### config.mk
export PLATFORM = sky130hd
export DESIGN_NAME = pin_stamp_flat
export DESIGN_NICKNAME = d
export VERILOG_FILES = /design/src/rtl/pin_stamp_if.sv /design/src/rtl/pin_stamp.sv /design/src/flat_wrapper.sv
export SDC_FILE = /design/constraint.sdc
export NUM_CORES = 1
export LEC_CHECK = 0
export ABC_AREA = 1
export ABC_CLOCK_PERIOD_IN_PS = 7400
export BUFFER_PORTS_ARGS = -buffer_cell sky130_fd_sc_hd__buf_2
export CAP_MARGIN = 20
export CORE_UTILIZATION = 50
export DETAILED_ROUTE_END_ITERATION = 10
export GPL_TIMING_DRIVEN = 0
export PLACE_DENSITY = 0.69
export SYNTH_ARGS = -nofsm -noshare
export SYNTH_HDL_FRONTEND = slang
export SYNTH_SLANG_ARGS = --single-unit
export TNS_END_PERCENT = 50
### constraint.sdc
create_clock -name i_clk300 -period 7.4 [get_ports i_clk300]
set_input_delay 1.48 -clock i_clk300 [delete_from_list [all_inputs] [get_ports i_clk300]]
set_output_delay 1.48 -clock i_clk300 [all_outputs]
set_load 0.005 [all_outputs]
### src/rtl/pin_stamp_if.sv
// rtl/pin_stamp_if.sv - capture strobe and FIFO readout bus for pin_stamp
interface pin_stamp_if #(
  parameter int COARSE_W = 12
);
  logic                str;
  logic                pin_out;
  logic [2:0]          ptime;
  logic                rd_en;
  logic [COARSE_W+4:0] dout;
  logic                empty;
  logic                full;
  logic [7:0]          ovf_cnt;

  modport master (
    output str, pin_out, ptime, rd_en,
    input  dout, empty, full, ovf_cnt
  );

  modport slave (
    input  str, pin_out, ptime, rd_en,
    output dout, empty, full, ovf_cnt
  );
endinterface

### src/rtl/pin_stamp.sv
// rtl/pin_stamp.sv - pin edge time stamper with FWFT FIFO (optional PIN_STAMP_ROLLOVER_EN markers)
module pin_stamp #(
  parameter int COARSE_W = 12,
  parameter int DEPTH    = 16
) (
  input  logic        i_clk300,
  input  logic        i_rst,
  pin_stamp_if.slave  bus
);
  localparam int AW = $clog2(DEPTH);
  localparam int WW = COARSE_W + 5;

  logic [COARSE_W-1:0] r_coarse;
  logic [AW:0]         r_wp;
  logic [AW:0]         r_rp;
  logic [WW-1:0]       r_mem [DEPTH];
  logic [7:0]          r_ovf;

  logic                w_empty;
  logic                w_full;
  logic                w_do_rd;
  logic                w_wr_req;
  logic                w_do_wr;
  logic                w_drop;
  logic [WW-1:0]       w_word;

  // Free-running coarse time base, restarts at zero out of reset
  always_ff @(posedge i_clk300) begin
    if (i_rst) r_coarse <= '0;
    else       r_coarse <= r_coarse + 1'b1;
  end

`ifdef PIN_STAMP_ROLLOVER_EN
  logic r_pend;

  // Edge word wins over a pending rollover marker
  always_comb begin
    w_wr_req = bus.str | r_pend;
    if (bus.str) w_word = {1'b0, bus.pin_out, r_coarse, bus.ptime};
    else         w_word = {2'b10, {COARSE_W{1'b0}}, 3'b000};
  end

  // Pending flag: set when the counter wraps, cleared once a marker slot is used
  always_ff @(posedge i_clk300) begin
    if (i_rst)                 r_pend <= 1'b0;
    else if (r_coarse == '1)   r_pend <= 1'b1;
    else if (!bus.str)         r_pend <= 1'b0;
  end
`else
  // Only edge words are ever formed
  always_comb begin
    w_wr_req = bus.str;
    w_word   = {1'b0, bus.pin_out, r_coarse, bus.ptime};
  end
`endif

  // Extra wrap bit on the pointers separates full from empty
  assign w_empty = (r_wp == r_rp);
  assign w_full  = (r_wp[AW] != r_rp[AW]) && (r_wp[AW-1:0] == r_rp[AW-1:0]);
  assign w_do_rd = bus.rd_en & ~w_empty;
  assign w_do_wr = w_wr_req & (~w_full | w_do_rd);
  assign w_drop  = w_wr_req & w_full & ~w_do_rd;

  // Storage array; a write into the slot being popped is safe since the pop uses the old value
  always_ff @(posedge i_clk300) begin
    if (w_do_wr && !i_rst) r_mem[r_wp[AW-1:0]] <= w_word;
  end

  // Pointer update
  always_ff @(posedge i_clk300) begin
    if (i_rst) begin
      r_wp <= '0;
      r_rp <= '0;
    end else begin
      if (w_do_wr) r_wp <= r_wp + 1'b1;
      if (w_do_rd) r_rp <= r_rp + 1'b1;
    end
  end

  // Saturating count of words lost to a full FIFO
  always_ff @(posedge i_clk300) begin
    if (i_rst)                         r_ovf <= '0;
    else if (w_drop && r_ovf != 8'hFF) r_ovf <= r_ovf + 1'b1;
  end

  assign bus.dout    = w_empty ? '0 : r_mem[r_rp[AW-1:0]];
  assign bus.empty   = w_empty;
  assign bus.full    = w_full;
  assign bus.ovf_cnt = r_ovf;
endmodule

### src/flat_wrapper.sv
// flat-port wrapper written by rule: the top's interface ports become plain ports
module pin_stamp_flat 
#(
  parameter int COARSE_W = 12,
  parameter int DEPTH    = 16
)
  (i_clk300, i_rst, bus_str, bus_pin_out, bus_ptime, bus_rd_en, bus_dout, bus_empty, bus_full, bus_ovf_cnt);
  pin_stamp_if #(.COARSE_W(COARSE_W)) bus_i ();
  input  logic i_clk300;
  input  logic i_rst;
  input wire logic [$bits(bus_i.str)-1:0] bus_str;
  input wire logic [$bits(bus_i.pin_out)-1:0] bus_pin_out;
  input wire logic [$bits(bus_i.ptime)-1:0] bus_ptime;
  input wire logic [$bits(bus_i.rd_en)-1:0] bus_rd_en;
  output wire logic [$bits(bus_i.dout)-1:0] bus_dout;
  output wire logic [$bits(bus_i.empty)-1:0] bus_empty;
  output wire logic [$bits(bus_i.full)-1:0] bus_full;
  output wire logic [$bits(bus_i.ovf_cnt)-1:0] bus_ovf_cnt;
  assign bus_i.str = bus_str;
  assign bus_i.pin_out = bus_pin_out;
  assign bus_i.ptime = bus_ptime;
  assign bus_i.rd_en = bus_rd_en;
  assign bus_dout = bus_i.dout;
  assign bus_empty = bus_i.empty;
  assign bus_full = bus_i.full;
  assign bus_ovf_cnt = bus_i.ovf_cnt;
  pin_stamp #(.COARSE_W(COARSE_W), .DEPTH(DEPTH)) u_core (.i_clk300(i_clk300), .i_rst(i_rst), .bus(bus_i));
endmodule
Word level (Yosys, flattened, before mapping)
Memories as Yosys holds them, arrays and structs flattened. A register that Yosys moved wholly into a read port is not among the register bits.
Cells that the tools add are included.
{"block": "op_classes", "addsub": 4, "eq_ne": 4, "muxes": 5, "n_bitwise": 8, "reduce_logical": 4}
{"op": "2-to-1 mux 17 bit", "n": 1}
{"op": "adder 12 x 1 -> 12 bit, second input constant", "n": 1}
{"op": "adder 5 x 1 -> 5 bit, second input constant", "n": 2}
{"op": "adder 8 x 1 -> 8 bit, second input constant", "n": 1}
{"op": "2-to-1 mux 4 bit", "n": 2}
{"op": "inequality test 8 bit, second input constant", "n": 1}
{"op": "equality test 5 bit", "n": 1}
{"op": "AND 1 bit", "n": 4}
{"op": "equality test 4 bit", "n": 1}
{"op": "logical AND 1 bit", "n": 3}
{"op": "NOT 1 bit", "n": 3}
{"op": "2-to-1 mux 1 bit", "n": 2}
{"op": "logical NOT 1 bit", "n": 1}
{"op": "inequality test 1 bit", "n": 1}
{"op": "bitwise OR 1 bit", "n": 1}
{"block": "word_totals", "regBits": 30, "ram_bits": 256, "in_bits": 8, "output_inout_bits": 27, "mem_count": 1}
{"name": "u_core.r_mem", "depth": 16, "word_bits": 16, "read_ports": 1, "rd_ports_with_merged_regs": 1, "wr": 1, "line_no": "pin_stamp.sv:16", "text": "logic [WW-1:0] r_mem [DEPTH];"}

Logic depth before layout (Yosys ltp)
{"block": "logic_depth", "ltp_word": 8, "depth_mapped": 11}

Worst setup path before layout
No wires, ideal clock.
{"block": "synth_timing", "path_kind": "input to register", "start": "input bus_rd_en", "end": "memory u_core.r_mem[15][0] (netlist bit) (enable)", "setup_ns": 0.409, "arrival_time_ns": 2.983, "path_slack_ns": 4.007, "cell_stages": 4, "cell_sequence": "inv_1 nand4_4 nand2_4 nor3_1"}
{"block": "synth_via", "elab_chain_cells": 6}
{"element": "start: declaration", "line_no": "flat_wrapper.sv:14", "text": "input wire logic [$bits(bus_i.rd_en)-1:0] bus_rd_en;"}
{"element": "AND 1 bit", "line_no": "pin_stamp.sv:60", "text": "assign w_do_rd = bus.rd_en & ~w_empty;"}
{"element": "bitwise OR 1 bit", "line_no": "pin_stamp.sv:61", "text": "assign w_do_wr = w_wr_req & (~w_full | w_do_rd);"}
{"element": "AND 1 bit", "line_no": "pin_stamp.sv:61"}
{"element": "logical AND 1 bit", "line_no": "pin_stamp.sv:66", "text": "if (w_do_wr && !i_rst) r_mem[r_wp[AW-1:0]] <= w_word;"}
{"element": "2-to-1 mux 1 bit", "line_no": "pin_stamp.sv:66"}
{"element": "2-to-1 mux 1 bit (implied by the code)", "line_no": "pin_stamp.sv:66"}
{"element": "end: declaration", "line_no": "pin_stamp.sv:16"}
Every way passes these cells.

==> results.ini <==
[run_status]
status = finished clean

[power]
vdd_ir_drop_max_mv = 0.1951
p_leak_nw = 5.001
p_per_area_nw_per_um2 = 264.5

[clock_network]
post-cts-setup-buffers = 0
root_buffer = clkbuf_16
cts_tree = yes
clk_latency_ns = 0.56
numCtsBuffers = 29
clk_pin_slew_ns = 0.06
cts_resized = 0
clockBufferDepth = 3
hold_buffers = 0
clock-sinks = 290
htree_levels = 1

[sta]
hold_viol = 0
drv_slew = 0
setup_violations = 0
fin_crit_sh_pct = 60.05
relSlewSlack_pct = 31.44
whs_ns = 0.5097
setup-tns-final_ns = 0
worstMarginPinSlew_ns = 1.023
clock.fmax_mhz = 225.1
period_minus_slack_ns = 4.443
finalClockSkew_ns = 0.02341
rsz0062_at_grt = false

[drt]
ant_nets = 0
routed_wl_mm = 32.54
first_pass_iters = 5
via_per_inst = 5.771
wire_per_inst_um = 22.03
vias = 8524
drt_iter0_drc = 1007
drc = 0

[placement]
io_buffers = 33
place.gp.congestion = 0.9323
dp_hpwl_mm = 21.70

[synthesis]
yosysSeqAreaShare_pct = 68.91
synthesis.nets = 1074
yosysTopAreaCell = edfxtp_1
yosys.cell_count.top_type = edfxtp_1
synth.distinct_cells = 32
synth_top_area_share_pct = 63.30
syn-mean-instance-area_sq_um = 11.47
yosys-top-cells-count = 256 x edfxtp_1, 147 x inv_1, 126 x nand2_1
netlist_instances = 1059
synth-main-ff-cell = edfxtp_1
synth-seq-cells = 290
syn_area_sq_um = 12140
yosys_warnings = 0
async_flop_share_pct = 0
synth-edff-count = 256
ys_top_cells_by_area = edfxtp_1 63%, dfxtp_1 5.6%, nand3_1 4.6%, inv_1 4.5%, a21oi_1 4.2%

[global_routing]
globalRouteTotalUtil_pct = 26.53
antenna_found_initial = 0
grt_pass1_wl_mm = 47.45
grt.overflow.total = 0
grt_max_degree = 21
grt_pass1_vias = 7853

[cells_and_area]
n_fill_cell = 1923
drive_gt1_share_pct = 12.78
nets = 1151
synthToLayoutAreaGrowth_pct = 14.12
register_area_sq_um = 8368
multi_input_area_sq_um = 2953
antenna_cells = 0

[setup_path]
worst_ep_required_time_ns = 5.92
crit_fanout = 10
end_kind = primary output
crit_type = flip-flop to primary output
r2r_start = u_core.r_rp[4]
worstSetupStartpointType = flip-flop
worstPathArrival_ns = 2.96

[hold_path]
hold_path_startpoint = u_core.bus.ovf_cnt[7]
hold_class = flip-flop to flip-flop

[floorplanning]
coreArea_sq_um = 23610
start_util_pct = 51.43
die_y_um = 157.8
die_area_sq_um = 24920
die_x_um = 157.8
row_count = 56
ios = 35

[flow_run]
cap_violations = 0

[sequential cells by signal (all words and copies together), names as in the netlist, named ones only]
signal	count
u_core.r_coarse	12
u_core.r_wp	5
u_core.r_rp	5
u_core.bus.ovf_cnt	8
u_core.r_mem	256
[worst paths after layout]
| check | slack (ns) | to | cells after the start |
|---|---|---|---|
| worst min-delay path | 0.51 | u_core.bus.ovf_cnt[7] | 2 |
| worst max register to register | 4.98 | u_core.r_mem[2][0] | 7 |
| worst min register to register | 0.51 | u_core.bus.ovf_cnt[7] | 2 |
| worst max-delay path | 2.96 | bus_dout[11] | 7 |
[area by class of cell]
class	instances	share of cell area, %
buffer	58	2.104
clock buffer	38	5.625
clock inverter	15	0.8938
inverter	153	4.144
multi-input combinational	558	21.31
sequential	290	60.38
tap	319	2.880
timing repair buffer	46	2.663
[stage by stage]
step	power, mW	std cells	cell area (sq um)	worst slack (ns)	util (%)
after global placement	2.268	1411	12710	2.637	53.82
final	3.666	1477	13860	2.957	58.69
after global routing	3.770	1477	13860	2.956	58.69
after CTS	3.660	1477	13860	3.093	58.69
after detailed placement	2.278	1424	12950	3.695	54.86
after floorplan	2.095	1059	12140	4.007	-
[placed cells by master (no fill, tap or decap), types with 2 or more instances in the layout]
master and instances:
inv_1 147, clkinv_1 6, clkbuf_1 32, clkbuf_8 2, nand3_1 112, inv_2 6, nand4_1 5, ha_1 7
xnor2_1 2, dfxtp_1 34, buf_8 11, nor2_1 27, a21oi_1 102, nand2_2 5, clkinv_2 5, edfxtp_1 256
bufinv_16 2, clkbuf_16 29, nor2_4 3, buf_1 8, nand2_1 126, buf_6 5, xor2_1 8, buf_2 47
buf_4 7, o21ai_0 69, nor2_2 17, o211ai_1 64
[cell families after synthesis]
group / share of synthesized area, %
xor+xnor: 0.8552
compound gates: 11.11
other cells: 0.03088
buf+inv: 7.130
fa+ha+maj: 0.7212
flops: 68.91
simple gates: 11.25
[where the power goes]
group          leakage [nW]  total [mW]  internal [mW]  switching [mW]
sequential             2.59        1.80           1.78          0.0172
clock                 0.442        1.41          0.807           0.600
combinational          1.97       0.460          0.137           0.322
total                  5.00        3.67           2.73           0.940
[critical path, stage by stage (launching register included)]
cell	delay, ns
dfxtp_1	0.38
buf_2	0.31
clkbuf_1	0.61
o211ai_1	0.18
nand3_1	0.21
nand3_1	0.11
a21oi_1	0.40
buf_2	0.20
[layer usage]
layer / vias up / track usage [%] / routed length [um]
met5: - / 0 / 0
met4: 0 / 11.10 / 1324
met3: 77 / 5.311 / 3318
li1: 3860 / - / -
met2: 457 / 43.05 / 15100
met1: 4130 / 34.85 / 12790
(Power assumes the default switching activity.)
